`config.mk`:
```
export PLATFORM = sky130hd
export DESIGN_NAME = bus_fifo_bank_flat
export DESIGN_NICKNAME = d
export VERILOG_FILES = /design/src/rtl/bus_fifo_bank_if.sv /design/src/rtl/bus_fifo_bank.sv /design/src/flat_wrapper.sv
export SDC_FILE = /design/constraint.sdc
export NUM_CORES = 1
export LEC_CHECK = 0
export ABC_CLOCK_PERIOD_IN_PS = 4500
export BUFFER_PORTS_ARGS = -buffer_cell sky130_fd_sc_hd__buf_2
export CORE_MARGIN = 5
export CORE_UTILIZATION = 39
export CTS_BUF_LIST = sky130_fd_sc_hd__clkbuf_16
export CTS_CLUSTER_SIZE = 8
export DETAILED_ROUTE_END_ITERATION = 7
export PLACE_DENSITY = 0.59
export REMOVE_ABC_BUFFERS = 1
export SLEW_MARGIN = 10
export SYNTH_ARGS = -nofsm -noshare
export SYNTH_HDL_FRONTEND = slang
export SYNTH_SLANG_ARGS = --single-unit
```
`constraint.sdc`:
```
create_clock -name clock -period 4.5 [get_ports clock]
set_clock_uncertainty 0.05 [all_clocks]
set_input_delay 0.225 -clock clock [delete_from_list [all_inputs] [get_ports clock]]
set_output_delay 0.225 -clock clock [all_outputs]
set_load 0.02 [all_outputs]
```
`src/rtl/bus_fifo_bank_if.sv`:
```
// -----------------------------------------------------------------------------
// bus_fifo_bank_if
// Groups every per-channel handshake and data signal of bus_fifo_bank.
//   master : the environment side (testbench writer/reader and the bus model);
//            drives strobes and write data, observes status and head data.
//   slave  : the FIFO bank itself.
// Signals (i = channel, packets sliced as [i*PCKG_SZ +: PCKG_SZ]):
//   tx_wr/tx_data   write into TX FIFO i        tx_full/tx_count  TX status
//   pndng/D_pop     TX head presented to bus    pop               bus takes TX head
//   push/D_push     bus delivers into RX FIFO   rx_rd             read RX head
//   rx_valid/rx_data RX head                    ovf/udf           sticky errors
//   clr_err         clears every ovf/udf flag
// -----------------------------------------------------------------------------
interface bus_fifo_bank_if #(
    parameter int PCKG_SZ = 16,
    parameter int DRVRS   = 4,
    parameter int DEPTH   = 8
);
    localparam int CW = $clog2(DEPTH + 1);

    logic [DRVRS-1:0]         tx_wr;
    logic [DRVRS*PCKG_SZ-1:0] tx_data;
    logic [DRVRS-1:0]         tx_full;
    logic [DRVRS-1:0]         pndng;
    logic [DRVRS*PCKG_SZ-1:0] D_pop;
    logic [DRVRS-1:0]         pop;
    logic [DRVRS-1:0]         push;
    logic [DRVRS*PCKG_SZ-1:0] D_push;
    logic [DRVRS-1:0]         rx_rd;
    logic [DRVRS-1:0]         rx_valid;
    logic [DRVRS*PCKG_SZ-1:0] rx_data;
    logic [DRVRS*CW-1:0]      tx_count;
    logic [DRVRS-1:0]         ovf;
    logic [DRVRS-1:0]         udf;
    logic                     clr_err;

    modport master (
        output tx_wr, tx_data, pop, push, D_push, rx_rd, clr_err,
        input  tx_full, pndng, D_pop, rx_valid, rx_data, tx_count, ovf, udf
    );

    modport slave (
        input  tx_wr, tx_data, pop, push, D_push, rx_rd, clr_err,
        output tx_full, pndng, D_pop, rx_valid, rx_data, tx_count, ovf, udf
    );
endinterface

```
`src/rtl/bus_fifo_bank.sv`:
```
// -----------------------------------------------------------------------------
// bus_fifo_bank
// DRVRS independent channels, each with a TX FIFO (testbench writes, bus pops)
// and an RX FIFO (bus pushes, testbench reads). Both FIFOs are show-ahead:
// the head entry is read combinationally from storage.
// Ports:
//   clock : sole clock, rising edge
//   reset : asynchronous active-low reset (pointers, counts, error flags)
//   bus   : bus_fifo_bank_if.slave, all per-channel strobes/data/status
// -----------------------------------------------------------------------------

// One DEPTH x WIDTH show-ahead FIFO. Reports rejected accesses as single-cycle
// events; the bank turns them into sticky flags.
module bus_fifo_bank_fifo #(
    parameter  int WIDTH = 16,
    parameter  int DEPTH = 8,
    localparam int AW    = $clog2(DEPTH),
    localparam int CW    = $clog2(DEPTH + 1)
) (
    input  logic             clock,
    input  logic             reset,
    input  logic             wr_en,
    input  logic [WIDTH-1:0] wr_data,
    input  logic             rd_en,
    output logic [WIDTH-1:0] rd_data,
    output logic [CW-1:0]    count,
    output logic             ovf_evt,
    output logic             udf_evt
);
    logic [WIDTH-1:0] mem_q [DEPTH];
    logic [AW-1:0]    wr_ptr_q, wr_ptr_d;
    logic [AW-1:0]    rd_ptr_q, rd_ptr_d;
    logic [CW-1:0]    count_q, count_d;
    logic             do_wr, do_rd;

    // A read only succeeds with data present. A write to a full FIFO still
    // succeeds when a read frees the head slot at the same edge; on an empty
    // FIFO the read fails but the write is still taken.
    always_comb begin
        // NOTE: every combinational output gets a default before any branch so no latch is inferred.
        wr_ptr_d = wr_ptr_q;
        rd_ptr_d = rd_ptr_q;
        count_d  = count_q;
        do_rd    = rd_en && (count_q != '0);
        do_wr    = wr_en && ((count_q != CW'(DEPTH)) || do_rd);

        if (do_wr) wr_ptr_d = wr_ptr_q + 1'b1;
        if (do_rd) rd_ptr_d = rd_ptr_q + 1'b1;

        if (do_wr && !do_rd) begin
            count_d = count_q + 1'b1;
        end else if (do_rd && !do_wr) begin
            count_d = count_q - 1'b1;
        end
    end

    // NOTE: sequential state uses non-blocking assignments so every flop samples pre-edge values.
    always_ff @(posedge clock or negedge reset) begin
        if (!reset) begin
            wr_ptr_q <= '0;
            rd_ptr_q <= '0;
            count_q  <= '0;
        end else begin
            wr_ptr_q <= wr_ptr_d;
            rd_ptr_q <= rd_ptr_d;
            count_q  <= count_d;
        end
    end

    // NOTE: storage has no reset; emptiness is tracked by count, so stale entries are never visible as valid.
    always_ff @(posedge clock) begin
        if (do_wr) mem_q[wr_ptr_q] <= wr_data;
    end

    assign rd_data = mem_q[rd_ptr_q];
    assign count   = count_q;
    assign ovf_evt = wr_en && !do_wr;
    assign udf_evt = rd_en && !do_rd;
endmodule

module bus_fifo_bank #(
    parameter  int PCKG_SZ = 16,
    parameter  int DRVRS   = 4,
    parameter  int DEPTH   = 8,
    localparam int CW      = $clog2(DEPTH + 1)
) (
    input logic            clock,
    input logic            reset,
    bus_fifo_bank_if.slave bus
);
    logic [DRVRS-1:0] tx_ovf_evt, tx_udf_evt;
    logic [DRVRS-1:0] rx_ovf_evt, rx_udf_evt;
    logic [DRVRS-1:0] ovf_q, ovf_d;
    logic [DRVRS-1:0] udf_q, udf_d;
    logic [CW-1:0]    tx_cnt [DRVRS];
    logic [CW-1:0]    rx_cnt [DRVRS];

    for (genvar i = 0; i < DRVRS; i++) begin : g_ch
        bus_fifo_bank_fifo #(
            .WIDTH (PCKG_SZ),
            .DEPTH (DEPTH)
        ) u_tx (
            .clock   (clock),
            .reset   (reset),
            .wr_en   (bus.tx_wr[i]),
            .wr_data (bus.tx_data[i*PCKG_SZ +: PCKG_SZ]),
            .rd_en   (bus.pop[i]),
            .rd_data (bus.D_pop[i*PCKG_SZ +: PCKG_SZ]),
            .count   (tx_cnt[i]),
            .ovf_evt (tx_ovf_evt[i]),
            .udf_evt (tx_udf_evt[i])
        );

        bus_fifo_bank_fifo #(
            .WIDTH (PCKG_SZ),
            .DEPTH (DEPTH)
        ) u_rx (
            .clock   (clock),
            .reset   (reset),
            .wr_en   (bus.push[i]),
            .wr_data (bus.D_push[i*PCKG_SZ +: PCKG_SZ]),
            .rd_en   (bus.rx_rd[i]),
            .rd_data (bus.rx_data[i*PCKG_SZ +: PCKG_SZ]),
            .count   (rx_cnt[i]),
            .ovf_evt (rx_ovf_evt[i]),
            .udf_evt (rx_udf_evt[i])
        );

        // Status is decoded from the occupancy counters only.
        assign bus.tx_count[i*CW +: CW] = tx_cnt[i];
        assign bus.pndng[i]             = (tx_cnt[i] != '0);
        assign bus.tx_full[i]           = (tx_cnt[i] == CW'(DEPTH));
        assign bus.rx_valid[i]          = (rx_cnt[i] != '0);
    end

    // A new error at the same edge as clr_err wins, so no event is lost.
    always_comb begin
        ovf_d = (ovf_q & ~{DRVRS{bus.clr_err}}) | tx_ovf_evt | rx_ovf_evt;
        udf_d = (udf_q & ~{DRVRS{bus.clr_err}}) | tx_udf_evt | rx_udf_evt;
    end

    always_ff @(posedge clock or negedge reset) begin
        if (!reset) begin
            ovf_q <= '0;
            udf_q <= '0;
        end else begin
            ovf_q <= ovf_d;
            udf_q <= udf_d;
        end
    end

    assign bus.ovf = ovf_q;
    assign bus.udf = udf_q;
endmodule

```
`src/flat_wrapper.sv`:
```
// flat-port wrapper written by rule: the top's interface ports become plain ports
module bus_fifo_bank_flat 
#(
    parameter  int PCKG_SZ = 16,
    parameter  int DRVRS   = 4,
    parameter  int DEPTH   = 8,
    localparam int CW      = $clog2(DEPTH + 1)
)
  (clock, reset, bus_tx_wr, bus_tx_data, bus_pop, bus_push, bus_D_push, bus_rx_rd, bus_clr_err, bus_tx_full, bus_pndng, bus_D_pop, bus_rx_valid, bus_rx_data, bus_tx_count, bus_ovf, bus_udf);
  bus_fifo_bank_if #(.PCKG_SZ(PCKG_SZ), .DRVRS(DRVRS), .DEPTH(DEPTH)) bus_i ();
  input logic clock;
  input logic reset;
  input wire logic [$bits(bus_i.tx_wr)-1:0] bus_tx_wr;
  input wire logic [$bits(bus_i.tx_data)-1:0] bus_tx_data;
  input wire logic [$bits(bus_i.pop)-1:0] bus_pop;
  input wire logic [$bits(bus_i.push)-1:0] bus_push;
  input wire logic [$bits(bus_i.D_push)-1:0] bus_D_push;
  input wire logic [$bits(bus_i.rx_rd)-1:0] bus_rx_rd;
  input wire logic [$bits(bus_i.clr_err)-1:0] bus_clr_err;
  output wire logic [$bits(bus_i.tx_full)-1:0] bus_tx_full;
  output wire logic [$bits(bus_i.pndng)-1:0] bus_pndng;
  output wire logic [$bits(bus_i.D_pop)-1:0] bus_D_pop;
  output wire logic [$bits(bus_i.rx_valid)-1:0] bus_rx_valid;
  output wire logic [$bits(bus_i.rx_data)-1:0] bus_rx_data;
  output wire logic [$bits(bus_i.tx_count)-1:0] bus_tx_count;
  output wire logic [$bits(bus_i.ovf)-1:0] bus_ovf;
  output wire logic [$bits(bus_i.udf)-1:0] bus_udf;
  assign bus_i.tx_wr = bus_tx_wr;
  assign bus_i.tx_data = bus_tx_data;
  assign bus_i.pop = bus_pop;
  assign bus_i.push = bus_push;
  assign bus_i.D_push = bus_D_push;
  assign bus_i.rx_rd = bus_rx_rd;
  assign bus_i.clr_err = bus_clr_err;
  assign bus_tx_full = bus_i.tx_full;
  assign bus_pndng = bus_i.pndng;
  assign bus_D_pop = bus_i.D_pop;
  assign bus_rx_valid = bus_i.rx_valid;
  assign bus_rx_data = bus_i.rx_data;
  assign bus_tx_count = bus_i.tx_count;
  assign bus_ovf = bus_i.ovf;
  assign bus_udf = bus_i.udf;
  bus_fifo_bank #(.PCKG_SZ(PCKG_SZ), .DRVRS(DRVRS), .DEPTH(DEPTH)) u_core (.clock(clock), .reset(reset), .bus(bus_i));
endmodule
```
=== After elaboration in Yosys (flattened, before gate mapping) ===
Memories as Yosys holds them, arrays and structs flattened.
Index checks and enable logic that the tools add are counted.
W data, S select, Z words.

* Memories: 8
* Register bits: 88
* RAM bits: 1024
* Logic and storage cells: 205
* Input port bits: 147
* Output and inout port bits: 164

{| class="wikitable"
|+ Memory list
! name !! depth !! width !! rd ports !! clocked after memory_dff !! wr ports !! line !! source
|-
| u_core.g_ch[0].u_rx.mem_q || 8 || 16 || 1 || 0 || 1 || bus_fifo_bank.sv:30 || <nowiki>logic [WIDTH-1:0] mem_q [DEPTH];</nowiki>
|-
| u_core.g_ch[0].u_tx.mem_q || 8 || 16 || 1 || 0 || 1 || bus_fifo_bank.sv:30 ||
|-
| u_core.g_ch[1].u_rx.mem_q || 8 || 16 || 1 || 0 || 1 || bus_fifo_bank.sv:30 ||
|-
| u_core.g_ch[1].u_tx.mem_q || 8 || 16 || 1 || 0 || 1 || bus_fifo_bank.sv:30 ||
|-
| u_core.g_ch[2].u_rx.mem_q || 8 || 16 || 1 || 0 || 1 || bus_fifo_bank.sv:30 ||
|-
| u_core.g_ch[2].u_tx.mem_q || 8 || 16 || 1 || 0 || 1 || bus_fifo_bank.sv:30 ||
|-
| 2 more memories || -- || -- || -- || -- || -- || -- ||
|}

* Reduce and logical (&&, ||, !) cells: 88
* Multiplexer cells: 32
* Eq/ne operators: 12
* Add/sub/neg operators: 32
* Bitwise operators: 7

{| class="wikitable"
|+ Operators with widths
! operator !! count
|-
| $mux W4 || 16
|-
| $add A3 B1 Y3 const B || 16
|-
| $logic_and A1 B1 Y1 || 48
|-
| $add A4 B1 Y4 const B || 8
|-
| $ne A4 B4 Y1 const B || 8
|-
| $reduce_bool A4 Y1 || 8
|-
| $sub A4 B1 Y4 const B || 8
|-
| $eq A4 B4 Y1 const B || 4
|-
| $logic_not A1 Y1 || 16
|-
| $mux W1 || 16
|-
| $or A4 B4 Y4 || 4
|-
| $reduce_bool A2 Y1 || 8
|-
| $and A4 B4 Y4 || 2
|-
| $logic_or A1 B1 Y1 || 8
|-
| $not A4 Y4 || 1
|}

=== Longest topological paths before layout ===
Gate-level depths: netlist of run 1.

* Word-level depth: 8
* Depth in mapped cells: 10
* Depth with buffers taken out: 9

=== Hierarchy ===
Synthesis of run 1 repeated with hierarchy kept, for this count alone.

* Cells, all modules: 2052
* Area, all modules: 44930.6 µm²

{| class="wikitable"
|+ By module, submodules not included
! module !! sequential area each (µm²) !! area an instance (µm²) !! instances !! cells an instance
|-
| bus_fifo_bank_fifo at u_core.g_ch[0].u_rx ... || 4093.9 || 5566.6 || 7 || 251
|-
| bus_fifo_bank_fifo at u_core.g_ch[3].u_tx || 4093.9 || 5569.1 || 1 || 251
|-
| bus_fifo_bank || 200.2 || 395.4 || 1 || 44
|}

=== Worst setup path before layout of run 1 ===
No wires, ideal clock.

* Kind: register -> register
* Start point: reg u_core.g_ch[1].u_tx.count_q[0]
* End point: mem u_core.g_ch[1].u_tx.mem_q[2][0] (enable)
* Period minus slack after synthesis: 3215 ps
* Data required time: 4014 ps
* Setup slack: 1285 ps
* Buffers on the path: 1
* Arrival time: 2729 ps
* Setup time: 436 ps
* Cell stages (with the launch flop): 5
* Path through: dfrtp_1 or4b_1 buf_2 o21ai_4 nor4b_1

* Cells in the longest elaborated chain, start to end: 6
* Elaborated cells between the ends (all ways): 7
* Those cells by class: eq/ne: 1; mux: 2; reduce/logical: 4

{| class="wikitable"
|+ RTL lines
! element !! line !! source
|-
| from (decl) || bus_fifo_bank.sv:33 || <nowiki>logic [CW-1:0] count_q, count_d;</nowiki>
|-
| from (signal assigned) || bus_fifo_bank.sv:66 || <nowiki>count_q <= count_d;</nowiki>
|-
| $reduce_bool A4 Y1 || bus_fifo_bank.sv:44 || <nowiki>do_rd = rd_en && (count_q != '0);</nowiki>
|-
| $logic_and A1 B1 Y1 || bus_fifo_bank.sv:44 ||
|-
| $logic_or A1 B1 Y1 (*) || bus_fifo_bank.sv:45 || <nowiki>do_wr = wr_en && ((count_q != CW'(DEPTH)) || do_rd);</nowiki>
|-
| $logic_and A1 B1 Y1 (*) || bus_fifo_bank.sv:45 ||
|-
| $mux W1 (*) || bus_fifo_bank.sv:72 || <nowiki>if (do_wr) mem_q[wr_ptr_q] <= wr_data;</nowiki>
|-
| $mux W1 (implied by the code) (*) || bus_fifo_bank.sv:72 ||
|-
| to (decl) || bus_fifo_bank.sv:30 ||
|}

Mark *: on every way between the ends. The rest lies on a longest branch, timed or not.

=== Final worst setup path of run 1 ===
* Start point: reg u_core.g_ch[1].u_tx.rd_ptr_q[0]
* End point: out bus_D_pop[29]

* Cells in the longest elaborated chain, start to end: 1

{| class="wikitable"
|+ RTL lines
! element !! line !! source
|-
| from (decl) || bus_fifo_bank.sv:32 || <nowiki>logic [AW-1:0] rd_ptr_q, rd_ptr_d;</nowiki>
|-
| from (signal assigned) || bus_fifo_bank.sv:65 || <nowiki>rd_ptr_q <= rd_ptr_d;</nowiki>
|-
| $mem_v2 Z8 W16 || -- ||
|-
| to (decl) || flat_wrapper.sv:22 || <nowiki>output wire logic [$bits(bus_i.D_pop)-1:0] bus_D_pop;</nowiki>
|}

Every way passes these cells.

==> impl_results.md, run 1 <==
* Outcome: complete, no violations
* Number of antenna violations at the first check in global routing at 10
* Std-Cell Rows at 123
* Starting Density at 39.1%
* Register area at 0.0330 mm2
* Postcts setup bufs at 0
* Final cycle utilization of the critical path at 74.1%
* Yosys reg bits at 1112
* Final Power at 36.6 mW
* Sum of negative setup slack at 0 ps
* Maximum number of pins on one net before global-route repair at 58
* Actual slew at the worst max-slew pin at 1170 ps
* Most frequent standard cell in the layout excluding fill and tap cells: sky130_fd_sc_hd__edfxtp_1
* Met3 Use GR at 5.48%
* Share of post-route cells with drive strength above 1 at 37.7%
* Syn Area/Cell at 21.6 um2
* Routed vias/inst at 5.18
* Number of I/O pins at 311
* Netlist Area Pre-Place at 0.0438 mm2
* Final HPWL DP at 60600 um
* Post-detailed-route count of antenna-violating nets at 0
* Warnings, synthesis at 0
* Bufs on Longest Clock Path at 3
* Min Clock Period, post-route at 3330 ps
* Critical R2R Launch: u_core.g_ch[0].u_tx.count[0]$_DFFE_PN0P_
* Kind of capture point of the worst setup path: output pin
* Total overflow reported by the global router at 0
* Element type at the critical path start: flip-flop
* Die Footprint at 0.119 mm2
* Met1 track demand over resource in global routing at 21.6%
* First-pass GRT wire length at 151000 um
* Lkg Pwr at 18.3 nW
* Count of routing violations after the opening detailed-route iteration at 1470
* Maximum operating frequency at 300 MHz
* Overall fraction of global-route tracks in use at 16.7%
* Number of maximum-capacitance violations at 0
* Clock root buffer: sky130_fd_sc_hd__clkbuf_16
* Port-buffer cells at 310
* Met2 usage at 27.4%
* Top post-synthesis cells by area: sky130_fd_sc_hd__edfxtp_1 (70%), sky130_fd_sc_hd__mux4_2 (13%), sky130_fd_sc_hd__dfrtp_1 (5.0%)
* Fillers at 9254
* Number of remaining DRC errors at 0
* Die boundary height at 345 um
* Kind of path behind the tightest hold check: primary input to async pin
* Most used routing layer: met2
* Max-slew violation count at 0
* Leading cell types in the layout, fill and taps excluded: sky130_fd_sc_hd__edfxtp_1 (1024), sky130_fd_sc_hd__buf_2 (309), sky130_fd_sc_hd__mux4_2 (256)
* Arrival @ worst endpoint at 3060 ps
* Clock latency on the worst-skew pair at 730 ps
* Max_slew headroom at 22.0%
* Maximum fanout count along the critical path at 25
* Worst VDD drop at 442 uV
* Synthesis-to-layout area growth at 22.4%
* H-tree Lvls at 4
* Delay contributed by the slowest stage of the critical path at 930 ps
* Routed length per instance at 23.9 um
* Global placement routability congestion at 0.733
* Clock tree from TritonCTS: done
* Most area-hungry cell type in the Yosys netlist: sky130_fd_sc_hd__edfxtp_1
* Area of the multi-input gates at 0.0107 mm2
* Data required time at the worst endpoint at 4220 ps
* Count of nets after finishing at 2805
* Area share of the largest cell type after synthesis at 70.2%
* TritonCTS sink count at 1112
* Worst setup path start: u_core.g_ch[1].u_tx.rd_ptr_q[0]$_DFFE_PN0P_
* Library cell contributing the largest single delay on the critical path: sky130_fd_sc_hd__dfrtp_2
* Routed WL at 99900 um
* Final-report hold violation count at 0
* CORE AREA at 0.112 mm2
* Number of buffers created by CTS at 158
* Horizontal extent of the die at 345 um
* CTS clk-pin slew, worst paths at 50 ps
* Ordered list of cells on the worst path: buf_4 > mux4_2 > mux2_2 > buf_2
* WS Path Type: flip-flop to output pin
* PD cells at 682 mW/mm2
* Count of different cell masters after synthesis at 35
* First-pass detailed-route iteration total at 5
* RSZ-0062 raised after global routing: false
* Post-Syn Instances at 2031
* Minimum setup slack among reg-to-reg paths at 1210 ps
* Vias in the first global route at 23863
* Vias at 21690
* Number of setup violations in the final report at 0
* Seq/Total Area, Yosys at 75.2%
==> metal layers <==
metal	wire [um]	up-vias
met5	37	-
met4	1910	6
met3	7030	146
met2	49000	522
met1	41900	11433
li1	-	9583
==> sequential cells by signal, indices dropped and copies added (netlist names) <==
register / count
u_core.g_ch.u_tx.rd_ptr_q: 12
u_core.bus.ovf: 4
u_core.g_ch.u_rx.count: 16
u_core.g_ch.u_rx.mem_q: 512
u_core.g_ch.u_tx.mem_q: 512
u_core.g_ch.u_tx.count: 16
u_core.bus.udf: 4
u_core.g_ch.u_tx.wr_ptr_q: 12
u_core.g_ch.u_rx.wr_ptr_q: 12
u_core.g_ch.u_rx.rd_ptr_q: 12
==> repair_timing <==
item,CTS,global route
resized for setup,0,0
hold endpoints to repair,1136,0
hold buffers,153,0
==> cell families (layout without fill, tap and decap cells) <==
group / after synthesis / after routing / share of synthesized area (%)
AOI/OAI and AO/OA: 80 / 80 / 1.43
xor gates and xnor gates: 48 / 48 / 0.959
adders and majority gates: 48 / 48 / 1.51
buffers and inverters: 125 / 775 / 1.18
DFF: 1112 / 1112 / 75.2
muxes: 416 / 416 / 17.3
other: 0 / 4 / 0
and+or+nand+nor: 202 / 202 / 2.47
==> area by class of cell <==
| class | count | share of cell area, % |
|---|---|---|
| Antenna cell | 4 | 0.0187 |
| Clock buffer | 165 | 7.70 |
| Multi-Input combinational cell | 794 | 20.0 |
| Clock inverter | 66 | 0.688 |
| Tap cell | 1500 | 3.50 |
| Timing Repair Buffer | 516 | 6.49 |
| Inverter | 28 | 0.196 |
| Sequential cell | 1112 | 61.4 |
==> power breakdown <==
group	internal, mW	switching (mW)
clock	6.47	4.11
combinational	5.23	5.61
sequential	13.2	2.02
total	24.9	11.7
==> path summary, 6_finish.rpt <==
kind | endpoint | cells past startpoint
max | bus_D_pop[29] | 4
max in group asynchronous | u_core.g_ch[2].u_tx.rd_ptr_q[1]$_DFFE_PN0P_ | 3
min | u_core.g_ch[2].u_rx.wr_ptr_q[0]$_DFFE_PN0P_ | 2
min in group clock | u_core.g_ch[1].u_rx.mem_q[2][10]$_DFFE_PP_ | 2
min reg2reg | u_core.bus.udf[0]$_DFF_PN0_ | 2
max reg2reg | u_core.g_ch[0].u_tx.count[3]$_DFFE_PN0P_ | 9
==> worst max-delay path, delay by kind of cell, from the launching register on <==
| family | cells | cell delay [ps] |
|---|---|---|
| buf+inv | 2 | 550 |
| flops | 1 | 930 |
| mux | 2 | 830 |
==> cells in the mapped netlist <==
master                     count
sky130_fd_sc_hd__nor4_1        8
sky130_fd_sc_hd__dfrtp_1      88
sky130_fd_sc_hd__xnor2_1      48
sky130_fd_sc_hd__or3_1        12
sky130_fd_sc_hd__o21ai_2       4
sky130_fd_sc_hd__or4_1        16
sky130_fd_sc_hd__edfxtp_1   1024
sky130_fd_sc_hd__or4b_1        4
sky130_fd_sc_hd__o211ai_1     32
sky130_fd_sc_hd__o21ai_4       4
sky130_fd_sc_hd__nor2b_1       4
sky130_fd_sc_hd__clkbuf_1     44
sky130_fd_sc_hd__buf_1        13
sky130_fd_sc_hd__inv_1        28
sky130_fd_sc_hd__mux2_4        3
sky130_fd_sc_hd__buf_2        40
sky130_fd_sc_hd__o221ai_1      4
sky130_fd_sc_hd__o21ai_0       8
sky130_fd_sc_hd__ha_1         40
sky130_fd_sc_hd__mux2i_1       8
sky130_fd_sc_hd__mux2_2      148
sky130_fd_sc_hd__fa_1          8
sky130_fd_sc_hd__a221o_1       4
sky130_fd_sc_hd__nand3_1      24
sky130_fd_sc_hd__nor4b_1       2
sky130_fd_sc_hd__mux2_1        1
sky130_fd_sc_hd__nand2_1      32
sky130_fd_sc_hd__nor3_1       38
sky130_fd_sc_hd__mux4_2      256
sky130_fd_sc_hd__a2111o_1      8
sky130_fd_sc_hd__nor3b_1       2
sky130_fd_sc_hd__nand3b_1      8
sky130_fd_sc_hd__nor2_1       30
sky130_fd_sc_hd__a21oi_1      16
sky130_fd_sc_hd__nand2b_1     22
==> metrics by stage <==
step                setup WS (ps)  hold WS, ps  std cells  util, %  area, um2
floorplan                    1300         -121       1934        -      43400
global placement             1370          329       3797     42.5      47600
detailed placement           1230          355       3797     42.5      47600
CTS                           996          156       4181     47.9      53600
global route                  913          210       4182     47.9      53600
finish                       1170          197       4185     47.9      53700
(Power assumes the default switching activity.)
==> run 2: changes to the inputs <==
--- a/config.mk
+++ b/config.mk
@@ -5,14 +5,14 @@
 export SDC_FILE = /design/constraint.sdc
 export NUM_CORES = 1
 export LEC_CHECK = 0
-export ABC_CLOCK_PERIOD_IN_PS = 4500
+export ABC_CLOCK_PERIOD_IN_PS = 2800
 export BUFFER_PORTS_ARGS = -buffer_cell sky130_fd_sc_hd__buf_2
 export CORE_MARGIN = 5
 export CORE_UTILIZATION = 39
 export CTS_BUF_LIST = sky130_fd_sc_hd__clkbuf_16
 export CTS_CLUSTER_SIZE = 8
 export DETAILED_ROUTE_END_ITERATION = 7
-export PLACE_DENSITY = 0.59
+export PLACE_DENSITY = 0.61
 export REMOVE_ABC_BUFFERS = 1
 export SLEW_MARGIN = 10
 export SYNTH_ARGS = -nofsm -noshare
==> constraint.sdc (replaced) <==
create_clock -name clock -period 2.8 [get_ports clock]
set_clock_uncertainty 0.05 [all_clocks]
set_input_delay 0.14 -clock clock [delete_from_list [all_inputs] [get_ports clock]]
set_output_delay 0.14 -clock clock [all_outputs]
set_load 0.02 [all_outputs]
==> impl_results.md, run 2 (synthesis results as in run 1) <==
* Data required time at the worst endpoint at 3350 ps (-870 ps)
* Final-report hold violation count at 0 (unchanged)
* Number of antenna violations at the first check in global routing at 12 (+2)
* Worst hold margin at 77.2 ps (-119 ps)
* Actual slew at the worst max-slew pin at 1090 ps (-77.7 ps)
* Overall fraction of global-route tracks in use at 16.7% (about the same)
* Area of the multi-input gates at 0.0108 mm2 (+1.1%)
* Max_slew headroom at 27.0% (+5.0 points)
* Depth of the most critical reg-to-reg path at 9 (unchanged)
* Final instance area at 0.0544 mm2 (+1.4%)
* Horizontal extent of the die at 345 um (unchanged)
* Post-detailed-route count of antenna-violating nets at 0 (unchanged)
* Vias at 22181 (+2.3%)
* CORE AREA at 0.112 mm2 (unchanged)
* Leading cell types in the layout, fill and taps excluded: sky130_fd_sc_hd__edfxtp_1 (1024), sky130_fd_sc_hd__buf_2 (309), sky130_fd_sc_hd__mux4_2 (256)
* Clock tree from TritonCTS: done
* Kind of capture point of the worst setup path: flip-flop
* Minimum setup slack among reg-to-reg paths at 60 ps (-1150 ps)
* Number of maximum-capacitance violations at 0 (unchanged)
* Routed length per instance at 23.4 um (-1.8%)
* Registers with the most flip-flops: u_core.g_ch.u_rx.mem_q: 512 flops, u_core.g_ch.u_tx.mem_q: 512 flops
* Arrival @ worst endpoint at 3290 ps (+230 ps)
* Setup Slack @ Placement at -112 ps (-1340 ps)
* Maximum fanout count along the critical path at 6 (-76%)
* WS Path Type: flip-flop to flip-flop
* Count of routing violations after the opening detailed-route iteration at 1424 (-3.1%)
* Port-buffer cells at 310 (unchanged)
* Register area at 0.0330 mm2 (about the same)
* Final setup slack of the worst path at 60.0 ps (-1110 ps)
* Worst VDD drop at 686 uV (+55%)
* Starting Density at 39.1% (unchanged)
* Critical R2R Launch: u_core.g_ch[2].u_tx.count[1]$_DFFE_PN0P_
* First-pass GRT wire length at 152000 um (+0.73%)
* Reg2Reg Capture Point: u_core.g_ch[2].u_tx.count[3]$_DFFE_PN0P_
* Non-filler instance count after layout at 4277 (+2.2%)
* Routed WL at 100000 um (+0.33%)
* Number of remaining DRC errors at 0 (unchanged)
* Outcome: complete, no violations
* Final HPWL DP at 61400 um (+1.4%)
* Global placement routability congestion at 0.734 (+0.18%)
* Final Power at 59.7 mW (+63%)
* Std-Cell Rows at 123 (unchanged)
* Post-route core utilization at 48.5% (+0.66 points)
* Final cycle utilization of the critical path at 97.9%
* Share of post-route cells with drive strength above 1 at 39.7% (+2.0 points)
* Kind of path behind the tightest hold check: primary input to async pin
* Max-slew violation count at 0 (unchanged)
* Vias in the first global route at 24450 (+2.5%)
* Routed vias/inst at 5.19 (about the same)
* Clock root buffer: sky130_fd_sc_hd__clkbuf_16
* Maximum number of pins on one net before global-route repair at 60 (+3.4%)
* Number of setup violations in the final report at 0 (unchanged)
* Die boundary height at 345 um (unchanged)
* Placed insts at 3861 (+1.7%)
* Min Clock Period, post-route at 2740 ps
* Lkg Pwr at 18.7 nW (+2.5%)
* H-tree Lvls at 4 (unchanged)
* Element type at the critical path start: flip-flop
* Die Footprint at 0.119 mm2 (unchanged)
* PD cells at 1100 mW/mm2 (+61%)
* CTS clk-pin slew, worst paths at 50 ps (about the same)
* TritonCTS sink count at 1112 (unchanged)
* First-pass detailed-route iteration total at 4 (-1)
* Bufs on Longest Clock Path at 3 (unchanged)
* Total overflow reported by the global router at 0 (unchanged)
* Number of buffers created by CTS at 157 (-0.63%)
* Maximum operating frequency at 365 MHz
* Total placed instance area at 0.0481 mm2 (+1.0%)
* Count of nets after finishing at 2873 (+2.4%)
* Fillers at 9212 (-0.45%)
* Sum of negative setup slack at 0 ps (unchanged)
* Number of I/O pins at 311 (unchanged)
* Most frequent standard cell in the layout excluding fill and tap cells: sky130_fd_sc_hd__edfxtp_1
* Synthesis-to-layout area growth at 24.1%
* Clock latency on the worst-skew pair at 730 ps (about the same)
==> run 2: timing repair <==
item / CTS / global route
gates cloned: 0 / 0
endpoints found under the hold margin: 1142 / 0
endpoints found under the setup margin: 40 / 8
gates resized for setup: 19 / 22
pin swaps: 0 / 1
buffers inserted: 2 / 3
hold buffers: 153 / 0
==> run 2: how the worst max path moves through the flow <==
| stage | start | to | depth (start not counted) |
|---|---|---|---|
| floorplan | u_core.g_ch[1].u_tx.count[0]$_DFFE_PN0P_ | u_core.g_ch[1].u_tx.mem_q[2][0]$_DFFE_PP_ | 3 |
| global route | u_core.g_ch[1].u_rx.count[2]$_DFFE_PN0P_ | u_core.g_ch[1].u_rx.count[3]$_DFFE_PN0P_ | 8 |
| detailed placement | u_core.g_ch[2].u_tx.count[2]$_DFFE_PN0P_ | u_core.g_ch[2].u_tx.count[3]$_DFFE_PN0P_ | 9 |
| finish | u_core.g_ch[2].u_tx.count[1]$_DFFE_PN0P_ | u_core.g_ch[2].u_tx.count[3]$_DFFE_PN0P_ | 9 |
| CTS | u_core.g_ch[0].u_tx.count[0]$_DFFE_PN0P_ | u_core.g_ch[0].u_tx.count[3]$_DFFE_PN0P_ | 9 |
| global placement | u_core.g_ch[2].u_tx.count[2]$_DFFE_PN0P_ | u_core.g_ch[2].u_tx.count[3]$_DFFE_PN0P_ | 9 |
==> run 2: where the power goes <==
part	total, mW	leakage (nW)	switching [mW]	internal (mW)
sequential	22.6	10.3	1.44	21.2
combinational	20.0	5.92	11.0	9.06
clock	17.1	2.49	6.75	10.3
total	59.7	18.7	19.2	40.6
==> run 2: worst max-delay path: stages, from the launching register on <==
cell	delay, ps
sky130_fd_sc_hd__dfrtp_2	450
sky130_fd_sc_hd__or4b_4	520
sky130_fd_sc_hd__o21ai_4	160
sky130_fd_sc_hd__inv_1	90
sky130_fd_sc_hd__ha_4	180
sky130_fd_sc_hd__inv_2	90
sky130_fd_sc_hd__ha_2	310
sky130_fd_sc_hd__or4_1	500
sky130_fd_sc_hd__o211ai_1	160
sky130_fd_sc_hd__o211ai_1	110
==> run 2: layout make-up <==
type | instances | share of cell area [%]
tap | 1500 | 3.45
clock inverter | 90 | 0.909
timing repair buffer | 585 | 7.49
clock buffer | 161 | 7.41
sequential | 1112 | 60.6
antenna | 7 | 0.0322
inverter | 28 | 0.200
multi-input combinational | 794 | 19.9
==> run 2: metal layers <==
metal / share of wire (%) / vias to the layer above / global-route usage [%]
met2: 51 / 612 / 28.3
met4: 2.0 / 4 / 4.70
met3: 6.0 / 155 / 4.17
met1: 41 / 11653 / 21.6
met5: 0.026 / - / 0
li1: - / 9757 / -
==> run 3: changes to the inputs <==
--- a/config.mk
+++ b/config.mk
@@ -17,4 +17,5 @@
 export SLEW_MARGIN = 10
 export SYNTH_ARGS = -nofsm -noshare
 export SYNTH_HDL_FRONTEND = slang
+export SYNTH_HIERARCHICAL = 1
 export SYNTH_SLANG_ARGS = --single-unit
==> impl_results.md, run 3 <==
* PD cells at 1070 mW/mm2 (-2.5%)
* Std-Cell Rows at 124 (+0.81%)
* Overall fraction of global-route tracks in use at 16.1% (-0.65 points)
* Maximum number of pins on one net before global-route repair at 38 (-37%)
* Most used routing layer: met2
* Worst hold margin at 161 ps (+83.8 ps)
* Number of setup violations in the final report at 0 (unchanged)
* Area share of the largest cell type after synthesis at 68.4% (-1.7 points)
* Share of synthesized flip-flops with an asynchronous set or reset at 7.91% (unchanged)
* TritonCTS sink count at 1112 (unchanged)
* Count of routing violations after the opening detailed-route iteration at 1235 (-13%)
* First-pass detailed-route iteration total at 5 (+1)
* Final cycle utilization of the critical path at 96.7% (-1.2 points)
* Data required time at the worst endpoint at 3360 ps (about the same)
* Area of the multi-input gates at 0.0117 mm2 (+7.7%)
* Worst hold endpoint: u_core/g_ch[0].u_tx/mem_q[4][1]$_DFFE_PP_
* Number of I/O pins at 311 (unchanged)
* Die boundary height at 349 um (+1.2%)
* CTS clk-pin slew, worst paths at 60 ps (about the same)
* Clock root buffer: sky130_fd_sc_hd__clkbuf_16
* Depth of the most critical reg-to-reg path at 9 (unchanged)
* Synthesis-to-layout area growth at 23.6%
* Total overflow reported by the global router at 0 (unchanged)
* Final HPWL DP at 60000 um (-2.4%)
* Met1 track demand over resource in global routing at 20.8% (-0.88 points)
* Post-Syn Instances at 2052 (+1.0%)
* WS Path Type: flip-flop to flip-flop
* Register area at 0.0330 mm2 (about the same)
* Worst VDD drop at 632 uV (-7.9%)
* Syn Area/Cell at 21.9 um2 (+1.5%)
* Maximum fanout count along the critical path at 7 (+1)
* Max-slew violation count at 0 (unchanged)
* Min Clock Period, post-route at 2710 ps (-33.1 ps)
* Leading cell types in the layout, fill and taps excluded: sky130_fd_sc_hd__edfxtp_1 (1024), sky130_fd_sc_hd__buf_2 (309), sky130_fd_sc_hd__mux4_1 (200)
* Met3 Use GR at 3.88% (-0.29 points)
* Most frequent cell after synthesis: sky130_fd_sc_hd__edfxtp_1
* Number of buffers created by CTS at 159 (+1.3%)
* Maximum operating frequency at 369 MHz (+1.2%)
* Registers with the most flip-flops: u_core/g_ch.u_rx/mem_q: 512 flops, u_core/g_ch.u_tx/mem_q: 512 flops
* Port-buffer cells at 310 (unchanged)
* Seq/Total Area, Yosys at 73.3% (-1.8 points)
* Yosys reg bits at 1112 (unchanged)
* Vias in the first global route at 24086 (-1.5%)
* Vias at 22362 (+0.82%)
* Clock tree from TritonCTS: done
* Count of nets after finishing at 2902 (+1.0%)
* Non-filler instance count after layout at 4326 (+1.1%)
* Placed insts at 3903 (+1.1%)
* Element type at the critical path start: flip-flop
* Number of remaining DRC errors at 0 (unchanged)
* Horizontal extent of the die at 349 um (+1.2%)
* Arrival @ worst endpoint at 3260 ps (-30 ps)
* Routed vias/inst at 5.17 (-0.33%)
* RSZ-0062 raised after global routing: false
* Max_slew headroom at 25.0% (-2.0 points)
* Starting Density at 39.3% (+0.17 points)
* Most area-hungry cell type in the Yosys netlist: sky130_fd_sc_hd__edfxtp_1
* Top post-synthesis cells by area: sky130_fd_sc_hd__edfxtp_1 (68%), sky130_fd_sc_hd__mux4_1 (12%), sky130_fd_sc_hd__dfrtp_1 (4.9%)
* Warnings, synthesis at 6 (+6)
* Lkg Pwr at 19.6 nW (+4.8%)
* Share of post-route cells with drive strength above 1 at 31.7% (-7.9 points)
* Prevailing post-synth register cell: sky130_fd_sc_hd__edfxtp_1
* Routed WL at 98900 um (-1.3%)
* CORE AREA at 0.114 mm2 (+2.1%)
* Source of the worst hold timing path: bus_tx_data[1]
* Post-detailed-route count of antenna-violating nets at 0 (unchanged)
* Met2 usage at 27.3% (-1.0 points)
* First-pass GRT wire length at 149000 um (-1.9%)
* Kind of capture point of the worst setup path: flip-flop
* Clock latency on the worst-skew pair at 740 ps (about the same)
* Kind of path behind the tightest hold check: primary input to flip-flop
* Minimum setup slack among reg-to-reg paths at 90 ps (+30 ps)
* Critical R2R Launch: u_core/g_ch[2].u_rx/count[1]$_DFFE_PN0P_
* Routed length per instance at 22.9 um (-2.4%)
* Bufs on Longest Clock Path at 3 (unchanged)
* Outcome: complete, no violations
* Fillers at 9246 (+0.37%)
* Number of maximum-capacitance violations at 0 (unchanged)
* Count of different cell masters after synthesis at 33 (-5.7%)
* EDFF count, synth at 1024 (unchanged)
* H-tree Lvls at 4 (unchanged)
* List of most frequent post-synthesis cells: sky130_fd_sc_hd__edfxtp_1 (1024), sky130_fd_sc_hd__mux4_1 (200), sky130_fd_sc_hd__mux2_2 (136), sky130_fd_sc_hd__dfrtp_1 (88), sky130_fd_sc_hd__mux4_2 (56)
* Netlist Area Pre-Place at 0.0449 mm2 (+2.5%)
* Final-report hold violation count at 0 (unchanged)
* Number of antenna violations at the first check in global routing at 11 (-1)
* Actual slew at the worst max-slew pin at 1120 ps (+29.2 ps)
* Hold depth at 2
* Global placement routability congestion at 0.743 (+1.3%)
* Reg2Reg Capture Point: u_core/g_ch[2].u_rx/count[3]$_DFFE_PN0P_
* Die Footprint at 0.122 mm2 (+2.4%)
* Most frequent standard cell in the layout excluding fill and tap cells: sky130_fd_sc_hd__edfxtp_1
==> run 3: how the worst max path moves through the flow <==
stage / slack, ps / depth (start not counted) / from / to
after floorplan: -250 / 3 / u_core/g_ch[0].u_tx/count[0]$_DFFE_PN0P_ / u_core/g_ch[0].u_tx/mem_q[0][0]$_DFFE_PP_
after global placement: 70 / 9 / u_core/g_ch[2].u_rx/count[1]$_DFFE_PN0P_ / u_core/g_ch[2].u_rx/count[3]$_DFFE_PN0P_
after detailed placement: -120 / 9 / u_core/g_ch[2].u_rx/count[1]$_DFFE_PN0P_ / u_core/g_ch[2].u_rx/count[3]$_DFFE_PN0P_
after CTS: 10 / 4 / u_core/g_ch[0].u_tx/rd_ptr_q[0]$_DFFE_PN0P_ / bus_D_pop[14]
after global routing: 5 / 8 / u_core/g_ch[0].u_rx/count[1]$_DFFE_PN0P_ / u_core/g_ch[0].u_rx/count[3]$_DFFE_PN0P_
final: 90 / 9 / u_core/g_ch[2].u_rx/count[1]$_DFFE_PN0P_ / u_core/g_ch[2].u_rx/count[3]$_DFFE_PN0P_
==> run 3: final cells by class <==
| type | instances | share of cell area [%] |
|---|---|---|
| sequential | 1112 | 59.4 |
| multi-input combinational | 812 | 21.0 |
| timing repair buffer | 590 | 7.62 |
| clock buffer | 161 | 7.26 |
| tap | 1512 | 3.41 |
| clock inverter | 100 | 1.11 |
| inverter | 32 | 0.216 |
| antenna | 7 | 0.0315 |
==> run 3: power by group <==
group          internal (mW)  switching (mW)  total [mW]
Clock                   10.4            6.90        17.3
Sequential              21.1            1.45        22.6
Combinational           8.80            10.8        19.6
==> run 3: worst max-delay path: stages (launching register included) <==
cell and delay, ps:
sky130_fd_sc_hd__dfrtp_2 440, sky130_fd_sc_hd__or3_4 440, sky130_fd_sc_hd__o21ai_4 170, sky130_fd_sc_hd__inv_1 80, sky130_fd_sc_hd__ha_4 180, sky130_fd_sc_hd__inv_2 90
sky130_fd_sc_hd__ha_1 300, sky130_fd_sc_hd__or4_1 580, sky130_fd_sc_hd__o211ai_1 120, sky130_fd_sc_hd__o211ai_1 100
==> run 3: timing repair <==
item | 4_1_cts | 5_1_grt
gates resized for setup | 8 | 19
cloned | 0 | 1
setup buffers | 2 | 1
setup endpoints to repair | 12 | 14
hold buffers | 151 | 0
pin swaps | 2 | 2
hold endpoints to repair | 1229 | 0
==> run 3: per-stage QoR <==
step	worst slack, ps	utilization (%)	instance area (um2)	total power [mW]	TNS (ps)
after global placement	72.2	43.0	49200	41.8	0
after detailed placement	-124	43.0	49200	42.4	-269
final	93.1	48.6	55500	59.4	0
after floorplan	-255	-	44300	34.8	-22100
after CTS	12.2	48.5	55400	60.3	0
after global routing	5.33	48.6	55500	62.5	0
==> run 3: cell families after synthesis <==
group,Yosys count,share of synthesized area (%)
AOI/OAI and AO/OA,96,1.67
xor gates and xnor gates,48,0.936
adders and majority gates,48,1.47
buffers and inverters,128,1.63
DFF,1112,73.3
muxes,416,18.5
and+or+nand+nor,204,2.46
==> run 3: routing by layer <==
layer / up-vias / wire (um)
li1: 10050 / -
met5: - / 13
met1: 11610 / 41100
met3: 162 / 5820
met2: 538 / 50000
met4: 2 / 2010
